==> src/rtl/acc_pkg.sv <==
// Shared accelerator types: register-file data/address widths and the
// writeback buffer entry layout.
package acc_pkg;

    localparam int ACC_DATA_W = 32;
    localparam int ACC_ADDR_W = 5;
    localparam int WB_DEPTH   = 4;

    typedef logic [ACC_DATA_W-1:0] data_t;
    typedef logic [ACC_ADDR_W-1:0] reg_addr_t;

    typedef struct packed {
        reg_addr_t tag;
        data_t     data;
    } wb_entry_t;

endpackage

==> src/rtl/acc_wb_fwd_lookup.sv <==
// Combinational forwarding search over the writeback buffer: finds the
// youngest valid entry whose destination tag matches the lookup address.
module acc_wb_fwd_lookup
    import acc_pkg::*;
#(
    parameter int DEPTH = WB_DEPTH,
    parameter int PTR_W = $clog2(DEPTH)
) (
    input  wb_entry_t [DEPTH-1:0] entries,
    input  logic      [DEPTH-1:0] valid,
    input  logic      [PTR_W-1:0] rd_ptr,
    input  reg_addr_t             addr,
    output logic                  hit,
    output data_t                 data
);

    logic [PTR_W-1:0] idx;

    // Walk from the head (oldest) towards the tail so later matches override
    // earlier ones; the last match seen is the youngest.
    always_comb begin
        hit  = 1'b0;
        data = '0;
        idx  = '0;
        for (int i = 0; i < DEPTH; i++) begin
            idx = rd_ptr + PTR_W'(i);
            if (valid[idx] && (entries[idx].tag == addr)) begin
                hit  = 1'b1;
                data = entries[idx].data;
            end
        end
    end

endmodule

==> src/rtl/acc_wb_buffer.sv <==
// In-order writeback FIFO between the FPU result port and the accelerator
// register-file write port, with by-address forwarding of pending results.
module acc_wb_buffer
    import acc_pkg::*;
#(
    parameter int DEPTH  = WB_DEPTH,
    parameter int DATA_W = ACC_DATA_W,
    parameter int ADDR_W = ACC_ADDR_W
) (
    input  logic                       clk_i,
    input  logic                       rst_ni,
    input  logic                       fpu_out_valid_i,
    output logic                       fpu_out_ready_o,
    input  logic [DATA_W-1:0]          fpu_result_i,
    input  logic [ADDR_W-1:0]          fpu_tag_i,
    input  logic                       flush_i,
    input  logic                       rf_busy_i,
    output logic                       rf_wren_o,
    output logic [ADDR_W-1:0]          rf_waddr_o,
    output logic [DATA_W-1:0]          rf_wdata_o,
    input  logic [ADDR_W-1:0]          fwd_raddr_i,
    output logic                       fwd_valid_o,
    output logic [DATA_W-1:0]          fwd_data_o,
    output logic [$clog2(DEPTH+1)-1:0] count_o,
    output logic                       empty_o
);

    localparam int PTR_W = $clog2(DEPTH);
    localparam int CNT_W = $clog2(DEPTH + 1);
    localparam logic [CNT_W-1:0] FULL_CNT = CNT_W'(DEPTH);

    wb_entry_t [DEPTH-1:0] entries;
    logic      [DEPTH-1:0] valid;
    logic      [PTR_W-1:0] wr_ptr;
    logic      [PTR_W-1:0] rd_ptr;
    logic      [CNT_W-1:0] count;
    logic                  push;
    logic                  pop;

    // Ready and write enable depend only on registered occupancy, so a full
    // buffer never accepts in the same cycle it frees a slot.
    assign empty_o         = (count == '0);
    assign count_o         = count;
    assign fpu_out_ready_o = (count != FULL_CNT) && !flush_i;
    assign rf_wren_o       = !empty_o && !rf_busy_i && !flush_i;
    assign rf_waddr_o      = entries[rd_ptr].tag;
    assign rf_wdata_o      = entries[rd_ptr].data;
    assign push            = fpu_out_valid_i && fpu_out_ready_o;
    assign pop             = rf_wren_o;

    always_ff @(posedge clk_i or negedge rst_ni) begin
        if (!rst_ni) begin
            entries <= '0;
            valid   <= '0;
            wr_ptr  <= '0;
            rd_ptr  <= '0;
            count   <= '0;
        end else if (flush_i) begin
            valid  <= '0;
            wr_ptr <= '0;
            rd_ptr <= '0;
            count  <= '0;
        end else begin
            if (pop) begin
                valid[rd_ptr] <= 1'b0;
                rd_ptr        <= rd_ptr + 1'b1;
            end
            if (push) begin
                entries[wr_ptr] <= '{tag: fpu_tag_i, data: fpu_result_i};
                valid[wr_ptr]   <= 1'b1;
                wr_ptr          <= wr_ptr + 1'b1;
            end
            if (push && !pop) begin
                count <= count + 1'b1;
            end else if (pop && !push) begin
                count <= count - 1'b1;
            end
        end
    end

    acc_wb_fwd_lookup #(
        .DEPTH(DEPTH)
    ) u_fwd_lookup (
        .entries(entries),
        .valid  (valid),
        .rd_ptr (rd_ptr),
        .addr   (fwd_raddr_i),
        .hit    (fwd_valid_o),
        .data   (fwd_data_o)
    );

endmodule

==> config.mk <==
export PLATFORM = sky130hd
export DESIGN_NAME = acc_wb_buffer
export DESIGN_NICKNAME = d
export VERILOG_FILES = /design/src/rtl/acc_pkg.sv /design/src/rtl/acc_wb_fwd_lookup.sv /design/src/rtl/acc_wb_buffer.sv
export SDC_FILE = /design/constraint.sdc
export NUM_CORES = 1
export LEC_CHECK = 0
export BUFFER_PORTS_ARGS = -buffer_cell sky130_fd_sc_hd__buf_2
export CAP_MARGIN = 25
export CORE_ASPECT_RATIO = 0.5
export CORE_UTILIZATION = 40
export CTS_CLUSTER_SIZE = 24
export DETAILED_ROUTE_END_ITERATION = 10
export PLACE_DENSITY = 0.69
export RECOVER_POWER = 50
export SETUP_SLACK_MARGIN = 0.15
export SLEW_MARGIN = 30
export SYNTH_ARGS = -nofsm -noshare
export SYNTH_HDL_FRONTEND = slang
export SYNTH_SLANG_ARGS = --single-unit
==> constraint.sdc <==
create_clock -name clk_i -period 3.53 [get_ports clk_i]
set_input_delay 0.706 -clock clk_i [delete_from_list [all_inputs] [get_ports clk_i]]
set_output_delay 0.706 -clock clk_i [all_outputs]
set_load 0.005 [all_outputs]
# ---- Word level (Yosys, flattened, before mapping)
# Cells that the tools add are included.
dict set report word_totals {
  regBits 159
  word_cells 98
  output_inout_bits 76
  in_bits 47
}
dict set report op_classes {
  add_sub_neg 6
  mux 42
  n_reduce_logical 22
  n_lt_le_gt_ge 7
  n_eq_ne 5
  bitwise 4
}
# cell n
set op_table {}
lappend op_table {{$bmux W37 S2} 4}
lappend op_table {{$mux W37} 5}
lappend op_table {{$bwmux W148} 1}
lappend op_table {{$mux W32} 4}
lappend op_table {{$demux W37 S2} 1}
lappend op_table {{$eq A5 B5 Y1} 4}
lappend op_table {{$mux W4} 4}
lappend op_table {{$lt A2 B3 Y1 const B} 5}
lappend op_table {{$logic_and A1 B1 Y1} 12}
lappend op_table {{$mux W1} 10}
lappend op_table {{$mux W3} 3}
lappend op_table {{$bmux W1 S2} 4}
lappend op_table {{$mux W2} 4}
lappend op_table {{$logic_not A1 Y1} 5}
lappend op_table {{$add A2 B1 Y2 const B} 2}
lappend op_table {{$add A2 B2 Y2 const B} 2}
lappend op_table {{$and A4 B4 Y4} 1}
lappend op_table {{$demux W1 S2} 2}
lappend op_table {{$ge A2 B1 Y1 const B} 2}
lappend op_table {{$not A4 Y4} 1}
lappend op_table {{$or A4 B4 Y4} 1}
lappend op_table {{$reduce_bool A2 Y1} 2}
lappend op_table {{$add A3 B1 Y3 const B} 1}
lappend op_table {{$logic_not A3 Y1} 1}
lappend op_table {{5 further kinds} 5}

# ---- Logic depth before layout (Yosys ltp)
dict set report depth {
  depth_word 11
  depth_mapped 14
  mapped_depth_nobuf 8
}

# ---- Modules after synthesis
# A second synthesis with hierarchy kept.
dict set report unflattened {
  hier_cells 959
  hier_area_um2 11583.6
}
# module seq_area_each_um2 instances area_per_inst_um2 cells_each
set modules_own_cells {}
lappend modules_own_cells {acc_wb_buffer 3978.8 1 7089.3 428}
lappend modules_own_cells {acc_wb_fwd_lookup 0.0 1 4494.3 531}

# ---- Worst setup path after synthesis
# No wires, ideal clock.
dict set report synth_path {
  path_kind {register -> output}
  from {register rd_ptr[1]}
  to {output fwd_data_o[30]}
  arrival_ns 3.115
  required_time_ns 2.824
  n_path_buf 5
  path_stages_with_launch 14
  slack_ns -0.291
  cell_sequence {dfrtp_1 -> buf_2 -> buf_2 -> inv_1 -> ha_1 -> buf_2 -> mux4_2 -> xor2_1 -> nor2_1 -> and3_1 -> buf_2 -> buf_4 -> a221oi_1 -> o31ai_1}
}
dict set report synth_between {
  elab_chain_len 8
  word_cells_on_any_way 31
  classes_between {add/sub: 3; eq/ne: 4; mux: 20; reduce/logical: 4}
}
# element line_no
set synth_rtl {}
lappend synth_rtl {{from (decl)} acc_wb_buffer.sv:35} ;# logic [PTR_W-1:0] rd_ptr;
lappend synth_rtl {{from (signal assigned)} acc_wb_buffer.sv:66} ;# rd_ptr <= rd_ptr + 1'b1;
lappend synth_rtl {{$add A2 B1 Y2 / $bmux W37 S2 (equally long branches)} {acc_wb_fwd_lookup.sv:26, acc_wb_fwd_lookup.sv:27, acc_wb_fwd_lookup.sv:29}}
lappend synth_rtl {{$bmux W37 S2 / $mux W37 (equally long branches)} {acc_wb_fwd_lookup.sv:27, acc_wb_fwd_lookup.sv:29}}
lappend synth_rtl {{$mux W37 (not written as such) / $eq A5 B5 Y1 (equally long branches)} {acc_wb_fwd_lookup.sv:29, acc_wb_fwd_lookup.sv:27}}
lappend synth_rtl {{$eq A5 B5 Y1 / $logic_and A1 B1 Y1 (equally long branches)} acc_wb_fwd_lookup.sv:27} ;# if (valid[idx] && (entries[idx].tag == addr)) begin
lappend synth_rtl {{$logic_and A1 B1 Y1 / $mux W32 (equally long branches)} acc_wb_fwd_lookup.sv:27}
lappend synth_rtl {{$mux W32 (2 in a row)} acc_wb_fwd_lookup.sv:27}
lappend synth_rtl {{$mux W32 (*)} acc_wb_fwd_lookup.sv:27}
lappend synth_rtl {{to (decl)} acc_wb_buffer.sv:23} ;# output logic [DATA_W-1:0] fwd_data_o,
# Every way passes the cells marked *; elsewhere a longest branch is shown, timed or not. The select of a mux whose other input is x is not followed.

# ---- Final worst setup path
dict set report layout_path {
  from {register rd_ptr[0]}
  to {output fwd_data_o[18]}
}
# Same word-level chain as after synthesis.

==> summary.txt <==
Worst hold path
  – Hold path depth: 2
  – End point of the worst hold path: entries[103]$_DFFE_PN0P_
  – Startpoint of the lowest-slack hold path: fpu_result_i[29]
  – Worst min path class: in -> reg

Job
  – Max cap viols: 1

Clock network
  – Number of buffers on the longest clock path: 2
  – Clock tree from TritonCTS: yes
  – Clock root buffer: sky130_fd_sc_hd__clkbuf_16
  – Worst-skew pair later-pin latency: 430 ps
  – CTS clock-pin slew for the worst setup and hold paths: 70 ps
  – Count of H-tree levels built during CTS: 4
  – Number of buffers inserted for hold repair after clock tree synthesis: 0
  – Sink count of the clock tree: 159
  – Number of CTS-inserted buffers: 17

Floorplanning
  – Core outline area: 27,800 sq um
  – Initial standard-cell utilization of the core: 0.408
  – Vertical extent of the die: 121 um
  – Die Width: 240 um
  – Number of cell rows: 43
  – I/O pin total: 123
  – Overall die area: 29,000 sq um

Yosys
  – Post-synthesis sequential element count: 159
  – Number of instances in the synthesized netlist: 776
  – Cell taking the most area after synthesis: sky130_fd_sc_hd__dfrtp_1
  – Number of flops mapped to enable cells by yosys: 0
  – Most frequent cells after synthesis: sky130_fd_sc_hd__dfrtp_1 (159), sky130_fd_sc_hd__mux2_2 (150), sky130_fd_sc_hd__mux4_2 (140)
  – Average cell area after synthesis: 14.6 sq um
  – Post-synth top flop: sky130_fd_sc_hd__dfrtp_1
  – Count of synthesis-stage warnings from yosys: 0
  – Post-synth net total: 832
  – Sequential cell area fraction in the yosys report: 0.351
  – Netlist area before placement: 11,300 sq um
  – Most repeated cell in the gate-level netlist after synthesis: sky130_fd_sc_hd__dfrtp_1
  – Cell types occupying the most area after synthesis: sky130_fd_sc_hd__dfrtp_1 (35%), sky130_fd_sc_hd__mux4_2 (28%), sky130_fd_sc_hd__mux2_2 (15%)
  – Top cell type's share of synthesized area: 0.351
  – Fraction of synthesis flops using an asynchronous set or reset pin: 1.00
  – Number of different library cells in the post-synthesis netlist: 45

Timing
  – Clock period minus final worst setup slack: 3990 ps
  – Slew at the pin closest to its max-slew limit: 2030 ps
  – Share of the cycle needed by the critical path after routing: 1.13
  – Final Skew: 6.96 ps
  – Count of pins over their slew limit: 79
  – Final worst-path setup slack: -465 ps
  – Rel. slew slack: -0.353
  – Final count of hold timing violations: 0
  – Finish-stage setup viols: 33
  – FMAX: 250 MHz
  – Unrepaired setup endpoints after global routing: yes
  – Worst hold slack across all endpoints: 541 ps

Setup path
  – Type of destination of the critical path: primary output
  – CP Data Required Time: 2820 ps
  – Data arrival time of the critical path: 3290 ps
  – Worst r2r dst: entries[146]$_DFFE_PN0P_
  – Source of the worst register-to-register timing path: count_o[0]$_DFFE_PN0P_
  – Cell depth of the worst flop-to-flop path: 6
  – Cell-by-cell listing of the critical path: inv_4 > ha_4 > buf_6 > mux2i_4 > xnor2_2 > o32ai_2 > buf_4 > and3_4 > bufbuf_16 > a221oi_2 > o31ai_2 > buf_2
  – Element type at the critical path start: flip-flop
  – Setup slack of the worst register-to-register path: 430 ps
  – Worst Setup Path Type: reg -> out
  – Crit-path slowest cell: sky130_fd_sc_hd__dfrtp_4
  – Highest fanout seen on the critical path: 7
  – CP max stage delay: 450 ps

Power and ir drop
  – Power Internal: 7530 uW
  – Switching fraction of total power: 0.370
  – Power share of the clock group: 0.162
  – Switching component of the power: 4420 uW
  – Power density relative to cell area: 870 nW/um^2
  – Leakage power: 0.00555 uW
  – Register share of total power: 0.302
  – Total Power Consumption: 11,900 uW
  – Largest vdd supply drop: 550 uV
  – Combinational share of power: 0.537

Global route
  – Met1 track demand over resource in global routing: 0.269
  – Global routing met3 resource utilization: 0.0378
  – Overflow left after global routing: 0
  – Overall track demand over capacity in global routing: 0.209
  – Pin count of the biggest net entering global routing: 114
  – Grt met2 use: 0.356
  – Number of global-route vias before repair: 7,960
  – Most congested layer reported by global routing: met2
  – Global-route wire length before repair: 45.9 mm
  – Antenna violations before repair: 0

Route
  – Antenna-violating nets left: 0
  – Number of remaining DRC errors: 0
  – Wirelength per Cell: 23.1 um
  – Number of violations reported at the end of detailed-routing iteration 0: 605
  – DR vias: 7,923
  – Drt first pass iters: 4
  – Vias per cell: 6.09
  – Routed Wire Length: 30.0 mm

Placed design
  – Post-Place Cell Area: 12,600 sq um
  – Final HPWL from detailed placement: 18.0 mm
  – Routability-driven placement congestion ratio: 0.833
  – Quantity of I/O buffers inserted on ports: 122

Layout
  – Share of layout cells above drive strength 1: 0.647
  – Finished layout cell area: 13,700 sq um
  – Number of nets in the layout: 962
  – Area added between synthesis and finish: 21.3%
  – Layout fillers: 2,305
  – Number of diodes: 0

Status
  – Failing checks: capacitance limit, slew limit, setup timing
  – Status: finished with violations
-- cell usage in the layout, fill, tap and decap left out, types with 3 or more instances in the layout --
| cell | count |
|---|---|
| sky130_fd_sc_hd__clkinvlp_4 | 6 |
| sky130_fd_sc_hd__buf_16 | 5 |
| sky130_fd_sc_hd__mux2i_1 | 10 |
| sky130_fd_sc_hd__mux2_2 | 150 |
| sky130_fd_sc_hd__inv_1 | 6 |
| sky130_fd_sc_hd__a221oi_4 | 6 |
| sky130_fd_sc_hd__o31ai_2 | 30 |
| sky130_fd_sc_hd__nor2_1 | 40 |
| sky130_fd_sc_hd__xnor2_2 | 5 |
| sky130_fd_sc_hd__buf_6 | 18 |
| sky130_fd_sc_hd__clkbuf_16 | 19 |
| sky130_fd_sc_hd__xnor2_1 | 15 |
| sky130_fd_sc_hd__mux4_1 | 4 |
| sky130_fd_sc_hd__mux4_2 | 140 |
| sky130_fd_sc_hd__ha_1 | 7 |
| sky130_fd_sc_hd__xor2_1 | 10 |
| sky130_fd_sc_hd__buf_2 | 121 |
| sky130_fd_sc_hd__dfrtp_1 | 157 |
| sky130_fd_sc_hd__nand3b_1 | 3 |
| sky130_fd_sc_hd__nand2_1 | 47 |
| sky130_fd_sc_hd__buf_4 | 19 |
| sky130_fd_sc_hd__clkbuf_2 | 5 |
| sky130_fd_sc_hd__a221oi_2 | 26 |
| sky130_fd_sc_hd__bufinv_16 | 3 |
| sky130_fd_sc_hd__buf_12 | 14 |
-- repair_timing --
action / in CTS / in global routing
setup buffers: 7 / 11
cloned: 6 / 2
pin swaps: 6 / 15
endpoints found under the setup margin: 33 / 52
resized for setup: 16 / 28
-- how the worst max path moves through the flow --
| stage | start | to | slack, ps | depth (start not counted) |
|---|---|---|---|---|
| 6_report | rd_ptr[0]$_DFFE_PN0P_ | fwd_data_o[18] | -460 | 12 |
| 3_3_place_gp | rd_ptr[0]$_DFFE_PN0P_ | fwd_data_o[10] | 10 | 12 |
| 3_5_place_dp | rd_ptr[0]$_DFFE_PN0P_ | fwd_data_o[10] | 3 | 12 |
| 2_1_floorplan | rd_ptr[1]$_DFFE_PN0P_ | fwd_data_o[30] | 110 | 13 |
| 4_1_cts | rd_ptr[0]$_DFFE_PN0P_ | fwd_data_o[30] | -450 | 13 |
| 5_1_grt | rd_ptr[0]$_DFFE_PN0P_ | fwd_data_o[14] | -570 | 14 |
-- cells by family (layout without fill, tap and decap cells) --
family                   Yosys count  in the layout  synth area share
flip-flops                       159            159             0.351
AO/OA/AOI/OAI                     79             79            0.0874
multiplexers                     306            306             0.448
buffers and inverters             85            228            0.0371
adder cells (fa/ha/maj)            9              9            0.0106
XOR/XNOR                          31             31            0.0260
AND/OR/NAND/NOR                  107            107            0.0398
-- metrics by stage --
step           setup TNS [ps]  setup WS [ps]  cells  utilization
6_report               -13940           -465   1301        0.495
5_1_grt                -17600           -567   1301        0.495
4_1_cts                -13350           -453   1288        0.485
3_5_place_dp                0           2.70   1243        0.452
3_3_place_gp                0           14.5   1243        0.452
2_1_floorplan               0            111    776            -
-- flip-flops by register name (all words and copies together), names as in the netlist --
name / flops
count_o: 3
rd_ptr: 2
valid: 4
entries: 148
wr_ptr: 2
-- power groups by stage --
stage                     logic (uW)  registers, uW  clock network (uW)
after global routing            6860           3730                2030
after detailed placement        6100           3590                   0
after global placement          6000           3460                   0
final                           6410           3600                1930
after floorplan                 4890           3250                   0
after CTS                       6230           3560                1960
-- per-layer routing --
layer,routed length [um],vias to the layer above
met2,15300,261
met1,12500,4236
met5,0,-
met4,648,0
li1,-,3386
met3,1630,40
-- layout make-up --
| class | count | area (sq um) | share of cell area |
|---|---|---|---|
| multi-input cells | 532 | 7100 | 0.517 |
| flip-flops and latches | 159 | 3990 | 0.290 |
| repair buffers | 188 | 1520 | 0.110 |
| well taps | 382 | 478 | 0.0348 |
| clock buffers | 17 | 425 | 0.0310 |
| clock inverters | 15 | 186 | 0.0136 |
| inverters | 8 | 35.0 | 0.00255 |
-- worst max-delay path, delay by kind of cell (launching register included) --
kind	cells	cell delay [ps]
DFF	1	450
buffers and inverters	5	850
and+or+nand+nor	1	230
muxes	1	240
AOI/OAI and AO/OA	3	650
adders and majority gates	1	330
xor gates and xnor gates	1	110
Power figures use the tool's default switching activity.
